[src/rtl/pipe_pkg.sv]
// Shared definitions for the SimpleRISC pipeline control slice.
//   REG_W       : register-specifier width
//   mem_state_e : data-memory handshake FSM states
//   NOP_INSN    : encoding loaded into IF/OF and OF/EX when they are flushed
package pipe_pkg;

  localparam int unsigned REG_W = 5;

  typedef enum logic {
    MS_IDLE,
    MS_WAIT
  } mem_state_e;

  // SimpleRISC nop: opcode 01101 in bits [31:27], all other fields zero
  localparam logic [31:0] NOP_INSN = 32'h6800_0000;

endpackage

[src/rtl/dm_wait_fsm.sv]
// Data-memory req/ack handshake sequencer.
// Raises mem_stall while a DM-stage access waits for dm_ack, aborts the access after
// DM_TIMEOUT-1 unacknowledged wait cycles and records the abort in sticky dm_err.
// Ports:
//   clk, rst_n     clock, asynchronous active-low reset
//   mem_access_DM  DM-stage instruction is ld/st
//   dm_ack         memory completed the access this cycle
//   err_clr        synchronous clear of dm_err (a same-cycle timeout wins)
//   dm_req         access request to data memory
//   mem_stall      freeze the whole pipeline this cycle
//   dm_err         sticky timeout flag
module dm_wait_fsm
  import pipe_pkg::*;
#(
  parameter int unsigned DM_TIMEOUT = 16
) (
  input  logic clk,
  input  logic rst_n,
  input  logic mem_access_DM,
  input  logic dm_ack,
  input  logic err_clr,
  output logic dm_req,
  output logic mem_stall,
  output logic dm_err
);

  localparam int unsigned WCNT_W = (DM_TIMEOUT > 2) ? $clog2(DM_TIMEOUT) : 1;
  localparam logic [WCNT_W-1:0] WCNT_LAST = WCNT_W'(DM_TIMEOUT - 1);

  mem_state_e        state_q, state_d;
  logic [WCNT_W-1:0] wcnt_q, wcnt_d;
  logic              dm_err_q, dm_err_d;
  logic              stall_raw;
  logic              timeout;

  always_comb begin
    state_d   = state_q;
    wcnt_d    = wcnt_q;
    dm_err_d  = dm_err_q;
    stall_raw = 1'b0;
    timeout   = 1'b0;

    case (state_q)
      MS_IDLE: begin
        if (mem_access_DM && !dm_ack) begin
          stall_raw = 1'b1;
          state_d   = MS_WAIT;
          wcnt_d    = WCNT_W'(1);
        end
      end
      MS_WAIT: begin
        if (dm_ack) begin
          // DM/WB captures the read data on this edge
          state_d = MS_IDLE;
          wcnt_d  = '0;
        end else if (wcnt_q == WCNT_LAST) begin
          // Abort: the instruction retires with undefined data
          timeout = 1'b1;
          state_d = MS_IDLE;
          wcnt_d  = '0;
        end else begin
          stall_raw = 1'b1;
          wcnt_d    = wcnt_q + 1'b1;
        end
      end
      default: begin
        state_d = MS_IDLE;
        wcnt_d  = '0;
      end
    endcase

    if (timeout) begin
      dm_err_d = 1'b1;
    end else if (err_clr) begin
      dm_err_d = 1'b0;
    end
  end

  always_ff @(posedge clk or negedge rst_n) begin
    if (!rst_n) begin
      state_q  <= MS_IDLE;
      wcnt_q   <= '0;
      dm_err_q <= 1'b0;
    end else begin
      state_q  <= state_d;
      wcnt_q   <= wcnt_d;
      dm_err_q <= dm_err_d;
    end
  end

  // Gated by rst_n so an access in flight is dropped the moment reset asserts
  assign dm_req    = rst_n & mem_access_DM & ((state_q == MS_IDLE) | (state_q == MS_WAIT));
  assign mem_stall = rst_n & stall_raw;
  assign dm_err    = dm_err_q;

endmodule

[src/rtl/pipe_hazard_ctrl.sv]
// Central stall/flush sequencer for the 5-stage SimpleRISC pipeline (IF/OF/EX/DM/WB).
// Priority: data-memory wait states > taken-branch flush > load-use interlock.
// Ports:
//   clk, rst_n                 clock, asynchronous active-low reset
//   mem_access_DM, dm_ack      DM-stage access and memory completion
//   dm_req                     memory request (held until ack or timeout)
//   is_Ld_EX, rd_EX            EX-stage load and its destination
//   rs1_OF, rs2_OF             OF-stage source specifiers
//   use_rs1_OF, use_rs2_OF     OF-stage source-use flags
//   branch_taken_EX            EX resolved a taken branch/jump
//   stall_*                    hold PC / inter-stage registers
//   flush_IFOF, flush_OFEX     load NOP into IF/OF, OF/EX
//   wb_suppress                block regfile write for an instruction held in WB
//   dm_err, err_clr            sticky DM timeout flag and its clear
//   stall_cnt                  saturating count of cycles with stall_PC=1
module pipe_hazard_ctrl #(
  parameter int unsigned DM_TIMEOUT = 16,
  parameter int unsigned CNT_W      = 32,
  parameter int unsigned REG_W      = pipe_pkg::REG_W
) (
  input  logic             clk,
  input  logic             rst_n,
  input  logic             mem_access_DM,
  input  logic             dm_ack,
  output logic             dm_req,
  input  logic             is_Ld_EX,
  input  logic [REG_W-1:0] rd_EX,
  input  logic [REG_W-1:0] rs1_OF,
  input  logic [REG_W-1:0] rs2_OF,
  input  logic             use_rs1_OF,
  input  logic             use_rs2_OF,
  input  logic             branch_taken_EX,
  output logic             stall_PC,
  output logic             stall_IFOF,
  output logic             stall_OFEX,
  output logic             stall_EXDM,
  output logic             stall_DMWB,
  output logic             flush_IFOF,
  output logic             flush_OFEX,
  output logic             wb_suppress,
  output logic             dm_err,
  input  logic             err_clr,
  output logic [CNT_W-1:0] stall_cnt
);

  logic             mem_stall;
  logic             load_use;
  logic             wb_suppress_q, wb_suppress_d;
  logic [CNT_W-1:0] stall_cnt_q, stall_cnt_d;

  dm_wait_fsm #(
    .DM_TIMEOUT(DM_TIMEOUT)
  ) u_dm_wait_fsm (
    .clk          (clk),
    .rst_n        (rst_n),
    .mem_access_DM(mem_access_DM),
    .dm_ack       (dm_ack),
    .err_clr      (err_clr),
    .dm_req       (dm_req),
    .mem_stall    (mem_stall),
    .dm_err       (dm_err)
  );

  assign load_use = is_Ld_EX & ((use_rs1_OF & (rs1_OF == rd_EX)) |
                                (use_rs2_OF & (rs2_OF == rd_EX)));

  always_comb begin
    stall_PC   = 1'b0;
    stall_IFOF = 1'b0;
    stall_OFEX = 1'b0;
    stall_EXDM = 1'b0;
    stall_DMWB = 1'b0;
    flush_IFOF = 1'b0;
    flush_OFEX = 1'b0;

    if (mem_stall) begin
      // Whole pipe frozen; branch and load-use are re-evaluated once it moves
      stall_PC   = 1'b1;
      stall_IFOF = 1'b1;
      stall_OFEX = 1'b1;
      stall_EXDM = 1'b1;
      stall_DMWB = 1'b1;
    end else if (branch_taken_EX) begin
      // Consumer of any load-use hazard is being flushed, so no interlock needed
      flush_IFOF = 1'b1;
      flush_OFEX = 1'b1;
    end else if (load_use) begin
      // One bubble; forwarding from DM covers the load afterwards
      stall_PC   = 1'b1;
      stall_IFOF = 1'b1;
      flush_OFEX = 1'b1;
    end
  end

  always_comb begin
    wb_suppress_d = stall_DMWB;
    stall_cnt_d   = stall_cnt_q;
    if (stall_PC && (stall_cnt_q != '1)) begin
      stall_cnt_d = stall_cnt_q + 1'b1;
    end
  end

  always_ff @(posedge clk or negedge rst_n) begin
    if (!rst_n) begin
      wb_suppress_q <= 1'b0;
      stall_cnt_q   <= '0;
    end else begin
      wb_suppress_q <= wb_suppress_d;
      stall_cnt_q   <= stall_cnt_d;
    end
  end

  assign wb_suppress = wb_suppress_q;
  assign stall_cnt   = stall_cnt_q;

endmodule

[config.mk]
export PLATFORM = sky130hd
export DESIGN_NAME = pipe_hazard_ctrl
export DESIGN_NICKNAME = d
export VERILOG_FILES = /design/src/rtl/pipe_pkg.sv /design/src/rtl/dm_wait_fsm.sv /design/src/rtl/pipe_hazard_ctrl.sv
export SDC_FILE = /design/constraint.sdc
export NUM_CORES = 1
export LEC_CHECK = 0
export CAP_MARGIN = 5
export CORE_AREA = 2 2 87 89
export CTS_BUF_LIST = sky130_fd_sc_hd__clkbuf_8
export DETAILED_ROUTE_END_ITERATION = 16
export DIE_AREA = 0 0 89 91
export GPL_ROUTABILITY_DRIVEN = 0
export SETUP_SLACK_MARGIN = 0.5
export SLEW_MARGIN = 40
export SYNTH_ARGS = -nofsm -noshare
export SYNTH_HDL_FRONTEND = slang
export SYNTH_SLANG_ARGS = --single-unit
[constraint.sdc]
create_clock -name clk -period 6.3 [get_ports clk]
set_clock_uncertainty 0.1 [all_clocks]
set_input_delay 1.26 -clock clk [delete_from_list [all_inputs] [get_ports clk]]
set_output_delay 1.26 -clock clk [all_outputs]
set_load 0.1 [all_outputs]
# Word level (Yosys, flattened, before mapping)
# Cells that the tools add are included.
# totals
ff_bits	39
in_bits	24
# op_classes
n_addsub	2
eq_ne	5
muxes	21
bitwise	7
n_reduce_logical	4
# ops
operator	n
adder 32 x 1 -> 32 bit (second input constant)	1
inequality test 32 bit (second input constant)	1
two-way mux 1 bit	16
two-way mux 4 bit	3
== test 5 bit	2
one-hot mux 4 bit (2 select lines)	1
AND 1 bit	5
adder 4 x 1 -> 4 bit (second input constant)	1
== test 4 bit (second input constant)	1
logical AND 1 bit	2
inequality test 2 x 1 -> 1 bit (second input constant)	1
one-hot mux 1 bit (2 select lines)	1
nonzero test 2 bit	1
zero test 1 bit	1
NOT 1 bit	1
OR 1 bit	1

# Logic depth before layout (Yosys ltp)
# logic_depth
depth_word	8
ltp_mapped	9
mapped_depth_nobuf	7

# Modules after synthesis
# From an unflattened synthesis, not the netlist that was laid out.
# unflattened
hier_cells	213
hier_area_um2	2229.6
# by_module_without_submodules
mod	n_inst	cells_per_inst	area_per_inst_um2	seq_area_each_um2
pipe_hazard_ctrl	1	180	1905.6	825.8
dm_wait_fsm	1	33	324.1	150.1

# Worst setup path after synthesis
# No wires, ideal clock.
# synth_timing
path_kind	input-to-output
from	input rs1_OF[1]
to	output stall_PC
arrival_ns	3.270
required_time_ns	4.940
path_slack_ns	1.670
path_stages	7
n_path_buf	2
path_cell_list	xnor2_1 -> nand4_1 -> nor4b_2 -> nor3_2 -> buf_2 -> inv_1 -> buf_4
# synth_between
elab_chain_cells	7
# synth_rtl
item	line_no	rtl
start, declared	pipe_hazard_ctrl.sv:28	input logic [REG_W-1:0] rs1_OF,
== test 5 bit	pipe_hazard_ctrl.sv:64	assign load_use = is_Ld_EX & ((use_rs1_OF & (rs1_OF == rd_EX)) |
AND 1 bit	pipe_hazard_ctrl.sv:64	
OR 1 bit	pipe_hazard_ctrl.sv:64	
AND 1 bit	pipe_hazard_ctrl.sv:64	
two-way mux 1 bit (3 in a row)	--	
end, declared	pipe_hazard_ctrl.sv:33	output logic stall_PC,
# No other way between the ends.

# Worst setup path after layout
# layout_timing
from	input rd_EX[1]
to	output stall_IFOF
# layout_between
elab_chain_cells	7
word_cells_on_any_way	9
# layout_rtl
item	line_no	rtl
start, declared	pipe_hazard_ctrl.sv:27	input logic [REG_W-1:0] rd_EX,
== test 5 bit, on equally long branches	pipe_hazard_ctrl.sv:64, pipe_hazard_ctrl.sv:65	
AND 1 bit, on equally long branches	pipe_hazard_ctrl.sv:64, pipe_hazard_ctrl.sv:65	
OR 1 bit (*)	pipe_hazard_ctrl.sv:64	
AND 1 bit (*)	pipe_hazard_ctrl.sv:64	
two-way mux 1 bit (*)	pipe_hazard_ctrl.sv:87	end else if (load_use) begin
two-way mux 1 bit (*)	pipe_hazard_ctrl.sv:83	end else if (branch_taken_EX) begin
two-way mux 1 bit (*)	pipe_hazard_ctrl.sv:76	if (mem_stall) begin
end, declared	pipe_hazard_ctrl.sv:34	output logic stall_IFOF,
# Mark *: on every way between the ends. The rest lies on a longest branch, timed or not.

==> flow_summary_export.csv <==
group,metric,value,unit
status,status,"completed",
timing,rsz0062_at_grt,"no",
synth,synth_cell_types,34,
cells_and_area,syn2layout_area_growth,30.5,%
synth,yosysTopAreaCell,"dfrtp_1",
timing,timing.slew.headroom,46.1,%
synth,synth_nets,237,
synth,synth_commonest_cells,"dfrtp_1 (39), xor2_1 (30), nor3_1 (19), nand2_1 (15), nor2_1 (13)",
synth,ys_seq_elements,39,
timing,worstMarginPinSlew,0.809,ns
timing,hold_slack,0.397,ns
synth,synth_seq_area_share,46.4,%
synth,ys.flop_type,"dfrtp_1",
floorplanning,die_area,8100,sq um
global_route,grt-ovfl-total,0,
global_route,track_usage,12.0,%
global_route,grt_max_degree,41,
timing,finalSetupViolCount,0,
critical_path,start_kind,"primary input",
placement,dpl_cell_area,2630,sq um
clock_tree,cts.clk_slew.worst_paths,0.09,ns
timing,drv_slew,0,
route,vias,1749,
route,firstDrtPassIters,4,
clock_tree,postCtsResizedCells,0,
clock_tree,postCtsHoldBufs,0,
global_route,grt_pass1_vias,1614,
critical_path,cp_slowest_cell,"clkdlybuf4s50_1",
floorplanning,num_io_pins,66,
synth,synthArstFlopShare,100,%
critical_path,timing.critical_path.arrival,3.17,ns
power_and_ir_drop,seqPwrFrac,39.8,%
critical_path,slowest_delay,0.51,ns
synth,ys_warn_count,0,
synth,yosys-top-cells-area,"dfrtp_1 (46%), xor2_1 (12%), xnor2_1 (5.0%), nor3_1 (4.5%), nand4_1 (3.3%)",
timing,fmax,0.221,GHz
route,vias_per_cell,4.63,
timing,hold_viol_final,0,
critical_path,path_common_cell,"buf_4",
floorplanning,start_util,29.5,%
placement,portBuffers,65,
route,dr.first_iter.drc_count,79,
synth,syn_inst,211,
cells_and_area,drive_gt1_share,21.9,%
route,drc_errors,0,
critical_path,cp.required,4.94,ns
floorplanning,die_x,89,um
synth,synth_top_area_share,46.4,%
floorplanning,fp.dieH,91,um
critical_path,critPathMaxFanout,14,
cells_and_area,final_area,2740,sq um
power_and_ir_drop,intPower,440,uW
power_and_ir_drop,powerDensity,269,nW/um^2
critical_path,crit_chain,"clkdlybuf4s50_1, xnor2_1, nand4_1, nor4b_2, nor3_2, buf_4, inv_1, buf_4",
power_and_ir_drop,power.switching,299,uW
worst_hold_path,hp-class,"reg2reg",
power_and_ir_drop,p_leak,0.00138,uW
global_route,antenna_found_initial,0,
clock_tree,clkSinkCount,39,
timing,tns,0,ns
power_and_ir_drop,switching_share,40.5,%
cells_and_area,fin_nets,304,
power_and_ir_drop,irDropWorstVdd,413,uV
clock_tree,cts_max_level,2,
route,drtAntennaViolNets,0,
power_and_ir_drop,total_power,738,uW
synth,syn_avg_cell_area,9.97,sq um
timing,timing.final.crit_share,71.9,%
worst_hold_path,hold_depth,1,
placement,dp_hpwl,3580,um
critical_path,cp-end-kind,"output pin",
clock_tree,post_cts_buffers,0,
floorplanning,coreArea,7140,sq um
clock_tree,clockBufferDepth,2,
synth,synth_edf_count,0,
clock_tree,cts-root-buf,"clkbuf_8",
power_and_ir_drop,combPwrFrac,31.7,%
global_route,grt_pass1_wl,7730,um
route,wire_per_inst,12.7,um
timing,period_needed,4.53,ns
critical_path,critical_path_class,"in2out",
flow_run,cap_violations,0,
cells_and_area,num_antenna_cells,0,
clock_tree,clk_latency,0.29,ns
floorplanning,rows,31,
power_and_ir_drop,clkPwrFrac,28.5,%
clock_tree,cts_tree,"yes",
critical_path,reg2reg_depth,6,
route,drt-total-wl,4810,um
clock_tree,cts-buffers-inserted,5,
synth,synth_area,2100,sq um
synth,yosysMostFrequentCell,"dfrtp_1",
-- area by class of cell --
cell class	count	area (sq um)
Multi-Input combinational cell	155	1040
Timing Repair Buffer	67	458
Fill cell	746	4390
Clock buffer	5	68.8
Clock inverter	3	43.8
Tap cell	99	124
Sequential cell	39	976
Inverter	10	37.5
-- final timing paths --
kind                            slack [ns]             to               startpoint
worst max-delay path                  1.77     stall_IFOF                 rd_EX[1]
worst min-delay path                  0.40  stall_cnt[31]            stall_cnt[31]
worst max register to register        3.73   stall_cnt[1]  u_dm_wait_fsm.wcnt_q[1]
worst min register to register        0.40  stall_cnt[31]            stall_cnt[31]
max in group asynchronous             4.79    wb_suppress                    rst_n
min in group asynchronous             0.95  stall_cnt[30]                    rst_n
-- routing by layer --
layer / up-vias / track usage, % / share of wire (%)
met4: 0 / 3.48 / 1.1
met2: 51 / 18.4 / 47
met1: 833 / 16.9 / 47
li1: 861 / - / -
met3: 4 / 2.64 / 4.7
met5: - / 0 / 0
-- worst max-delay path, delay by kind of cell --
family | cells | cell delay, ns
AND/OR/NAND/NOR | 3 | 0.69
XOR/XNOR | 1 | 0.14
buffers and inverters | 4 | 1.08
-- cells by family (layout without fill, tap and decap cells) --
logic type | after synthesis | count (layout) | synth area share [%]
xor+xnor | 42 | 42 | 17.5
flops | 39 | 39 | 46.4
mux | 1 | 1 | 0.535
simple gates | 96 | 96 | 25.3
compound gates | 14 | 14 | 4.76
fa+ha+maj | 2 | 2 | 1.19
buf+inv | 17 | 85 | 4.34
-- stage by stage --
step / util, % / std cells / worst slack [ns]
final: 38.4 / 378 / 1.77
after global routing: 38.4 / 378 / 1.61
after detailed placement: 36.9 / 370 / 1.72
after global placement: 39.6 / 370 / 1.36
after floorplan: - / 211 / 1.67
after CTS: 38.4 / 378 / 1.72
-- power groups by stage --
| stage | logic (uW) | clock network, uW | registers (uW) |
|---|---|---|---|
| CTS | 237 | 217 | 293 |
| global placement | 253 | 0 | 298 |
| finish | 234 | 210 | 294 |
| detailed placement | 236 | 0 | 298 |
| floorplan | 70.3 | 0 | 411 |
| global route | 246 | 227 | 298 |
-- cells in the final DEF, fill, tap and decap left out --
| cell | instances |
|---|---|
| and2_1 | 3 |
| and4_1 | 1 |
| clkinv_4 | 1 |
| bufinv_16 | 1 |
| nand4_1 | 11 |
| o31ai_4 | 1 |
| a21oi_1 | 3 |
| clkdlybuf4s50_1 | 22 |
| a32o_1 | 1 |
| xnor2_1 | 12 |
| nand3_1 | 12 |
| nor2_1 | 13 |
| buf_4 | 5 |
| o22ai_1 | 2 |
| inv_1 | 10 |
| clkbuf_8 | 5 |
| nand2_1 | 15 |
| mux2_2 | 1 |
| nor3_2 | 1 |
| nor3_1 | 19 |
| or2_2 | 2 |
| dfrtp_1 | 39 |
| nor4b_2 | 1 |
| buf_2 | 40 |
| nor2b_1 | 3 |
| or3_1 | 1 |
| a31oi_1 | 1 |
| or3_4 | 1 |
| clkinv_2 | 1 |
| nor4_1 | 4 |
| and3b_1 | 1 |
| xor2_1 | 30 |
| o21ai_0 | 5 |
| o211a_1 | 1 |
| ha_1 | 2 |
| and3_1 | 6 |
| nor4_4 | 1 |
| nand4b_1 | 1 |
-- flip-flops by register name, indices dropped and copies added (netlist names) --
register               cells
u_dm_wait_fsm.wcnt_q       4
wb_suppress                1
u_dm_wait_fsm.dm_err       1
u_dm_wait_fsm.state_q      1
stall_cnt                 32
Power figures use the tool's default switching activity.
